### config.mk
export PLATFORM = sky130hd
export DESIGN_NAME = counter_read_master_flat
export DESIGN_NICKNAME = d
export VERILOG_FILES = /design/src/rtl/counter_read_master_pkg.sv /design/src/rtl/counter_read_master_if.sv /design/src/rtl/counter_read_master_ack_timeout_timer.sv /design/src/rtl/counter_read_master.sv /design/src/flat_wrapper.sv
export SDC_FILE = /design/constraint.sdc
export NUM_CORES = 1
export LEC_CHECK = 0
export ABC_CLOCK_PERIOD_IN_PS = 1400
export BUFFER_PORTS_ARGS = -buffer_cell sky130_fd_sc_hd__buf_2
export CAP_MARGIN = 10
export CELL_PAD_IN_SITES_DETAIL_PLACEMENT = 1
export CELL_PAD_IN_SITES_GLOBAL_PLACEMENT = 2
export CORE_UTILIZATION = 30
export CTS_CLUSTER_DIAMETER = 200
export CTS_CLUSTER_SIZE = 20
export DETAILED_ROUTE_END_ITERATION = 8
export PLACE_DENSITY = 0.69
export SLEW_MARGIN = 20
export SYNTH_ARGS = -nofsm -noshare
export SYNTH_HDL_FRONTEND = slang
export SYNTH_SLANG_ARGS = --single-unit
### constraint.sdc
create_clock -name clk -period 1.4 [get_ports clk]
set_input_delay 0.28 -clock clk [delete_from_list [all_inputs] [get_ports clk]]
set_output_delay 0.28 -clock clk [all_outputs]
set_load 0.005 [all_outputs]
### src/rtl/counter_read_master_pkg.sv
// counter_rd_pkg: shared types and constants for counter_read_master.
//   rd_state_e     - read sequencer states
//   DefaultDataW   - default counter bus word width
//   TimeoutCntW    - width of the ack timeout counter (covers ACK_TIMEOUT up to 15)
package counter_rd_pkg;

    localparam int unsigned DefaultDataW = 32;
    localparam int unsigned TimeoutCntW  = 4;

    typedef enum logic [2:0] {
        StIdle,
        StReqLo,
        StWaitLo,
        StReqHi,
        StWaitHi,
        StDone,
        StAbort
    } rd_state_e;

endpackage

### src/rtl/counter_read_master_if.sv
// counter_read_master_if: req/ack link between the read master and the atomic event counter.
//   req    - access request, one cycle per access
//   atomic - marks the first (low-word) access; only high together with req
//   ack    - counter acknowledge
//   count  - counter word, valid while ack is high
interface counter_read_master_if #(
    parameter int unsigned DATA_W = 32
) ();

    logic              req;
    logic              atomic;
    logic              ack;
    logic [DATA_W-1:0] count;

    modport master (
        output req,
        output atomic,
        input  ack,
        input  count
    );

    modport slave (
        input  req,
        input  atomic,
        output ack,
        output count
    );

endinterface

### src/rtl/counter_read_master_ack_timeout_timer.sv
// ack_timeout_timer: counts wait cycles without an acknowledge.
//   clk       - clock
//   reset     - asynchronous active-low reset
//   clear_i   - zero the count
//   enable_i  - a wait cycle without ack; advances the count
//   expired_o - this enabled cycle is the ACK_TIMEOUT-th consecutive one
module ack_timeout_timer
    import counter_rd_pkg::*;
#(
    parameter int unsigned ACK_TIMEOUT = 4
) (
    input  logic clk,
    input  logic reset,
    input  logic clear_i,
    input  logic enable_i,
    output logic expired_o
);

    localparam logic [TimeoutCntW-1:0] LastCnt = TimeoutCntW'(ACK_TIMEOUT - 1);

    logic [TimeoutCntW-1:0] cnt_q, cnt_d;

    // Expiry is decided in the same cycle so the FSM leaves WAIT after exactly
    // ACK_TIMEOUT ack-less cycles.
    assign expired_o = enable_i && (cnt_q == LastCnt);

    always_comb begin
        cnt_d = cnt_q;
        if (clear_i) begin
            cnt_d = '0;
        end else if (enable_i && !expired_o) begin
            cnt_d = cnt_q + 1'b1;
        end
    end

    always_ff @(posedge clk or negedge reset) begin
        if (!reset) begin
            cnt_q <= '0;
        end else begin
            cnt_q <= cnt_d;
        end
    end

endmodule

### src/rtl/counter_read_master.sv
// counter_read_master: turns one 64-bit read command into two 32-bit accesses to the
// atomic event counter (low word with the atomic marker, then the saved high word) and
// returns the concatenated result.
//   clk        - clock
//   reset      - asynchronous active-low reset
//   rd_start_i - read command, accepted only when idle
//   rd_busy_o  - read in progress
//   rd_valid_o - one-cycle pulse, rd_data_o holds a new value
//   rd_data_o  - last assembled {high word, low word}, held between reads
//   rd_err_o   - one-cycle pulse, read aborted on ack timeout
//   bus        - req/atomic/ack/count link to the counter
module counter_read_master
    import counter_rd_pkg::*;
#(
    parameter int unsigned ACK_TIMEOUT = 4,
    parameter int unsigned DATA_W      = DefaultDataW
) (
    input  logic                  clk,
    input  logic                  reset,
    input  logic                  rd_start_i,
    output logic                  rd_busy_o,
    output logic                  rd_valid_o,
    output logic [2*DATA_W-1:0]   rd_data_o,
    output logic                  rd_err_o,
    counter_read_master_if.master bus
);

    rd_state_e             state_q, state_d;
    logic [DATA_W-1:0]     lo_q, lo_d;
    logic [2*DATA_W-1:0]   data_q, data_d;
    logic                  req_q, req_d;
    logic                  atomic_q, atomic_d;
    logic                  busy_q, busy_d;
    logic                  valid_q, valid_d;
    logic                  err_q, err_d;

    logic in_req, in_wait, expired;

    assign in_req  = (state_q == StReqLo) || (state_q == StReqHi);
    assign in_wait = (state_q == StWaitLo) || (state_q == StWaitHi);

    ack_timeout_timer #(
        .ACK_TIMEOUT (ACK_TIMEOUT)
    ) u_timer (
        .clk       (clk),
        .reset     (reset),
        .clear_i   (in_req),
        .enable_i  (in_wait && !bus.ack),
        .expired_o (expired)
    );

    always_comb begin
        state_d = state_q;
        lo_d    = lo_q;
        data_d  = data_q;
        unique case (state_q)
            StIdle:   if (rd_start_i) state_d = StReqLo;
            StReqLo:  state_d = StWaitLo;
            StWaitLo: begin
                if (bus.ack) begin
                    lo_d    = bus.count;
                    state_d = StReqHi;
                end else if (expired) begin
                    state_d = StAbort;
                end
            end
            StReqHi:  state_d = StWaitHi;
            StWaitHi: begin
                // The result register loads on the way into DONE so the new value
                // appears in the same cycle as the valid pulse.
                if (bus.ack) begin
                    data_d  = {bus.count, lo_q};
                    state_d = StDone;
                end else if (expired) begin
                    state_d = StAbort;
                end
            end
            StDone:   state_d = StIdle;
            StAbort:  state_d = StIdle;
            default:  state_d = StIdle;
        endcase
    end

    // Outputs are decoded from the next state and registered alongside it.
    always_comb begin
        req_d    = (state_d == StReqLo) || (state_d == StReqHi);
        atomic_d = (state_d == StReqLo);
        busy_d   = (state_d != StIdle);
        valid_d  = (state_d == StDone);
        err_d    = (state_d == StAbort);
    end

    always_ff @(posedge clk or negedge reset) begin
        if (!reset) begin
            state_q  <= StIdle;
            lo_q     <= '0;
            data_q   <= '0;
            req_q    <= 1'b0;
            atomic_q <= 1'b0;
            busy_q   <= 1'b0;
            valid_q  <= 1'b0;
            err_q    <= 1'b0;
        end else begin
            state_q  <= state_d;
            lo_q     <= lo_d;
            data_q   <= data_d;
            req_q    <= req_d;
            atomic_q <= atomic_d;
            busy_q   <= busy_d;
            valid_q  <= valid_d;
            err_q    <= err_d;
        end
    end

    assign bus.req    = req_q;
    assign bus.atomic = atomic_q;
    assign rd_busy_o  = busy_q;
    assign rd_valid_o = valid_q;
    assign rd_data_o  = data_q;
    assign rd_err_o   = err_q;

endmodule
### src/flat_wrapper.sv
// flat-port wrapper written by rule: the top's interface ports become plain ports
module counter_read_master_flat import counter_rd_pkg::*;
#(
    parameter int unsigned ACK_TIMEOUT = 4,
    parameter int unsigned DATA_W      = DefaultDataW
)
  (clk, reset, rd_start_i, rd_busy_o, rd_valid_o, rd_data_o, rd_err_o, bus_req, bus_atomic, bus_ack, bus_count);
  counter_read_master_if #(.DATA_W(DATA_W)) bus_i ();
  input  logic clk;
  input  logic reset;
  input  logic rd_start_i;
  output logic rd_busy_o;
  output logic rd_valid_o;
  output logic [2*DATA_W-1:0] rd_data_o;
  output logic rd_err_o;
  output wire logic [$bits(bus_i.req)-1:0] bus_req;
  output wire logic [$bits(bus_i.atomic)-1:0] bus_atomic;
  input wire logic [$bits(bus_i.ack)-1:0] bus_ack;
  input wire logic [$bits(bus_i.count)-1:0] bus_count;
  assign bus_req = bus_i.req;
  assign bus_atomic = bus_i.atomic;
  assign bus_i.ack = bus_ack;
  assign bus_i.count = bus_count;
  counter_read_master #(.ACK_TIMEOUT(ACK_TIMEOUT), .DATA_W(DATA_W)) u_core (.clk(clk), .reset(reset), .rd_start_i(rd_start_i), .rd_busy_o(rd_busy_o), .rd_valid_o(rd_valid_o), .rd_data_o(rd_data_o), .rd_err_o(rd_err_o), .bus(bus_i));
endmodule
==> results by group <==
Outcome
  – Status: finished, violations left
  – Violated checks: negative setup slack

Global routing
  – Total grt overflow: 0
  – Overall Global Routing Usage: 0.143
  – First-pass GRT wire length: 15.5 mm
  – Antenna violations before repair: 0
  – Vias in the first global route: 2925
  – Largest net degree at the start of global routing: 55

Yosys
  – Net Count, Synth: 292
  – Avg Synthesized Cell Area: 16.3 sq um
  – Area contributors post-synth: dfrtp_1 65%, mux2_2 25%, buf_6 1.6%, mux2i_1 0.96%, mux2_1 0.81%
  – Flops & latches, synth: 108
  – Yosys Warn Count: 0
  – Post-Syn Area: 4160 sq um
  – Ys flop type: dfrtp_1
  – Register area share after synthesis: 0.650
  – Netlist cell types: 30
  – Synth top area share: 0.650
  – Cells after Synth: 255
  – Number of synthesized flops with an enable pin: 0
  – Cell with the most instances after synthesis: dfrtp_1
  – Async S/R FF share, synth: 1.00
  – Post-synth top cells: 108 x dfrtp_1, 93 x mux2_2, 6 x buf_6, 6 x nand2_1, 5 x nor2_1
  – Synth area leader: dfrtp_1

Worst setup path
  – Stages on the worst setup path: 6
  – Reg2Reg Setup Slack: -0.18 ns
  – RR Startpoint: u_core.state_q[2]$_DFF_PN0_
  – Reg-to-reg endpoint: u_core.rd_data_o[61]$_DFFE_PN0P_
  – CP endpoint kind: register
  – Crit path max-delay family: buffers and inverters
  – Worst-path fanout max: 18
  – Crit-path cells: buf_4 -> nand2b_4 -> nor3b_4 -> buf_6 -> buf_12 -> mux2_2
  – Slowest CP cell: dfrtp_1
  – Worst path max stage delay: 0.36 ns
  – Critical path required time: 1.64 ns
  – Worst r2r path cells: 6
  – Critical path origin: u_core.state_q[2]$_DFF_PN0_
  – WP buf/inv: 3
  – CP arrival: 1.82 ns
  – Setup Crit Path Kind: reg -> reg
  – Worst Setup EP: u_core.rd_data_o[61]$_DFFE_PN0P_
  – Crit path launch type: register

Floorplanning
  – Die area: 14300 sq um
  – # IOs: 105
  – Initial Util: 0.310
  – Core Area: 13400 sq um
  – Chip Height: 120 um
  – Num rows: 42
  – Die width: 120 um

Final layout
  – Area grow syn2layout: 39.1%
  – Nets: 429
  – Layout cells sized above 1: 0.650
  – Antenna Cells: 0
  – Post-layout util: 0.432

Power and ir drop
  – Peak VDD IR: 0.000612 V
  – P_leak: 2.76 nW
  – Pwr Density: 2220 nW/um^2
  – Power Total: 12.8 mW

Route
  – Via density: 4.56
  – Post-route ant nets: 0
  – Vias: 2615
  – WL per Instance: 17.2 um
  – 1st-iter DRT viols: 106
  – DRC viols: 0
  – Wirelength, routed: 9.84 mm
  – Drt first pass iters: 3

STA
  – FMAX: 0.632 GHz
  – Final setup vio count: 94
  – Endpoints failing hold: 0
  – RSZ-0062 raised after global routing: yes
  – Final Max Tran Viols: 0
  – Worst slew pin tran: 0.303 ns
  – Setup ws final: -0.182 ns
  – Minimum clock period: 1.58 ns
  – Relative slew slack: 0.798
  – Final period utilization: 1.13
  – Worst Clk Skew: 0.0103 ns

Run
  – Max-Cap Viols: 0

Clocking
  – Num CTS Buffers: 9
  – H-tree depth: 3
  – Root Driver: clkbuf_16
  – Clk Latency, worst-skew pair: 0.35 ns
  – Clock buffer depth: 2
  – CTS tree: yes
  – CTS clock-pin slew for the worst setup and hold paths: 0.08 ns
  – Clock sink count: 108

Placement
  – Hpwl dp: 5.87 mm
  – RePlAce Congestion: 0.691
  – Number of port buffers: 104

Min path
  – Hold WC Path Type: in -> reg
worst min path at each step:
| stage | startpoint | endpoint | slack, ns | depth (start not counted) |
|---|---|---|---|---|
| 2_1_floorplan | reset | u_core.bus.atomic$_DFF_PN0_ | -0.02 | 0 |
| 3_3_place_gp | reset | u_core.rd_data_o[47]$_DFFE_PN0P_ | 0.09 | 1 |
| 3_5_place_dp | reset | u_core.rd_data_o[47]$_DFFE_PN0P_ | 0.09 | 1 |
| 4_1_cts | bus_count[0] | u_core.rd_data_o[32]$_DFFE_PN0P_ | 0.15 | 2 |
| 5_1_grt | bus_count[22] | u_core.rd_data_o[54]$_DFFE_PN0P_ | 0.16 | 2 |
| 6_report | bus_count[0] | u_core.rd_data_o[32]$_DFFE_PN0P_ | 0.17 | 2 |
metal layers:
layer | track usage | vias up | part of all wire | wire length, um
li1 | - | 1172 | - | -
met1 | 0.187 | 1368 | 0.45 | 4450
met2 | 0.225 | 67 | 0.49 | 4810
met3 | 0.0413 | 8 | 0.050 | 492
met4 | 0.0477 | 0 | 0.0090 | 89
met5 | 0 | - | 0 | 0
flip-flops by register name (all words and copies together), names as in the netlist:
name,flops
u_core.lo_q,32
u_core.u_timer.cnt_q,4
u_core.rd_data_o,64
u_core.rd_busy_o,1
u_core.state_q,3
u_core.bus.req,1
u_core.bus.atomic,1
u_core.rd_valid_o,1
u_core.rd_err_o,1
worst register-to-register path: stages, from the launching register on:
cell and delay, ns:
dfrtp_1 0.36, buf_4 0.13, nand2b_4 0.06, nor3b_4 0.21, buf_6 0.18, buf_12 0.18
mux2_2 0.35
metrics by stage:
step           std cells  hold slack, ns  area (sq um)  worst slack (ns)  TNS, ns
2_1_floorplan        255         -0.0156          4170            -0.107    -6.50
3_3_place_gp         543          0.0931          5000            -0.220   -15.76
3_5_place_dp         543          0.0924          5000            -0.255   -18.56
4_1_cts              570           0.154          5660            -0.164   -12.64
5_1_grt              573           0.163          5780            -0.230   -18.86
6_report             573           0.167          5780            -0.182   -14.26
cell usage in the layout (no fill, tap or decap), types with 2 or more instances in the layout:
| cell type | n |
|---|---|
| and3_1 | 2 |
| buf_12 | 6 |
| buf_16 | 3 |
| buf_2 | 103 |
| buf_4 | 18 |
| buf_6 | 3 |
| bufinv_16 | 3 |
| clkbuf_16 | 12 |
| clkinv_4 | 2 |
| dfrtp_1 | 107 |
| mux2_2 | 62 |
| mux2_4 | 33 |
| mux2i_1 | 4 |
| nand2_1 | 5 |
| nand2b_1 | 2 |
| nor2_1 | 4 |
| nor3_1 | 2 |
power breakdown:
group	internal, mW	total (mW)	switching, mW
Clock	1.76	2.93	1.17
Sequential	4.59	5.35	0.754
Combinational	2.88	4.56	1.68
cells by family after synthesis:
family                     share of synthesized area
and+or+nand+nor                               0.0361
AOI/OAI and AO/OA                             0.0126
muxes                                          0.270
xor gates and xnor gates                     0.00211
buffers and inverters                         0.0265
DFF                                            0.650
adders and majority gates                    0.00301
final cells by class:
cell class	instances	area, sq um
multi-input cells	134	1520
clock buffers	9	225
flip-flops and latches	108	2700
inverters	1	3.75
well taps	176	220
clock inverters	7	124
fillers	1402	7620
repair buffers	138	987
timing repair:
action	4_1_cts	5_1_grt
endpoints found under the hold margin	108	0
gates resized for setup	42	15
setup endpoints to repair	99	100
gates cloned	4	3
pin swaps	2	2
setup buffers	6	2
hold buffers	1	0
No activity file was read; power rests on OpenSTA's default activity.
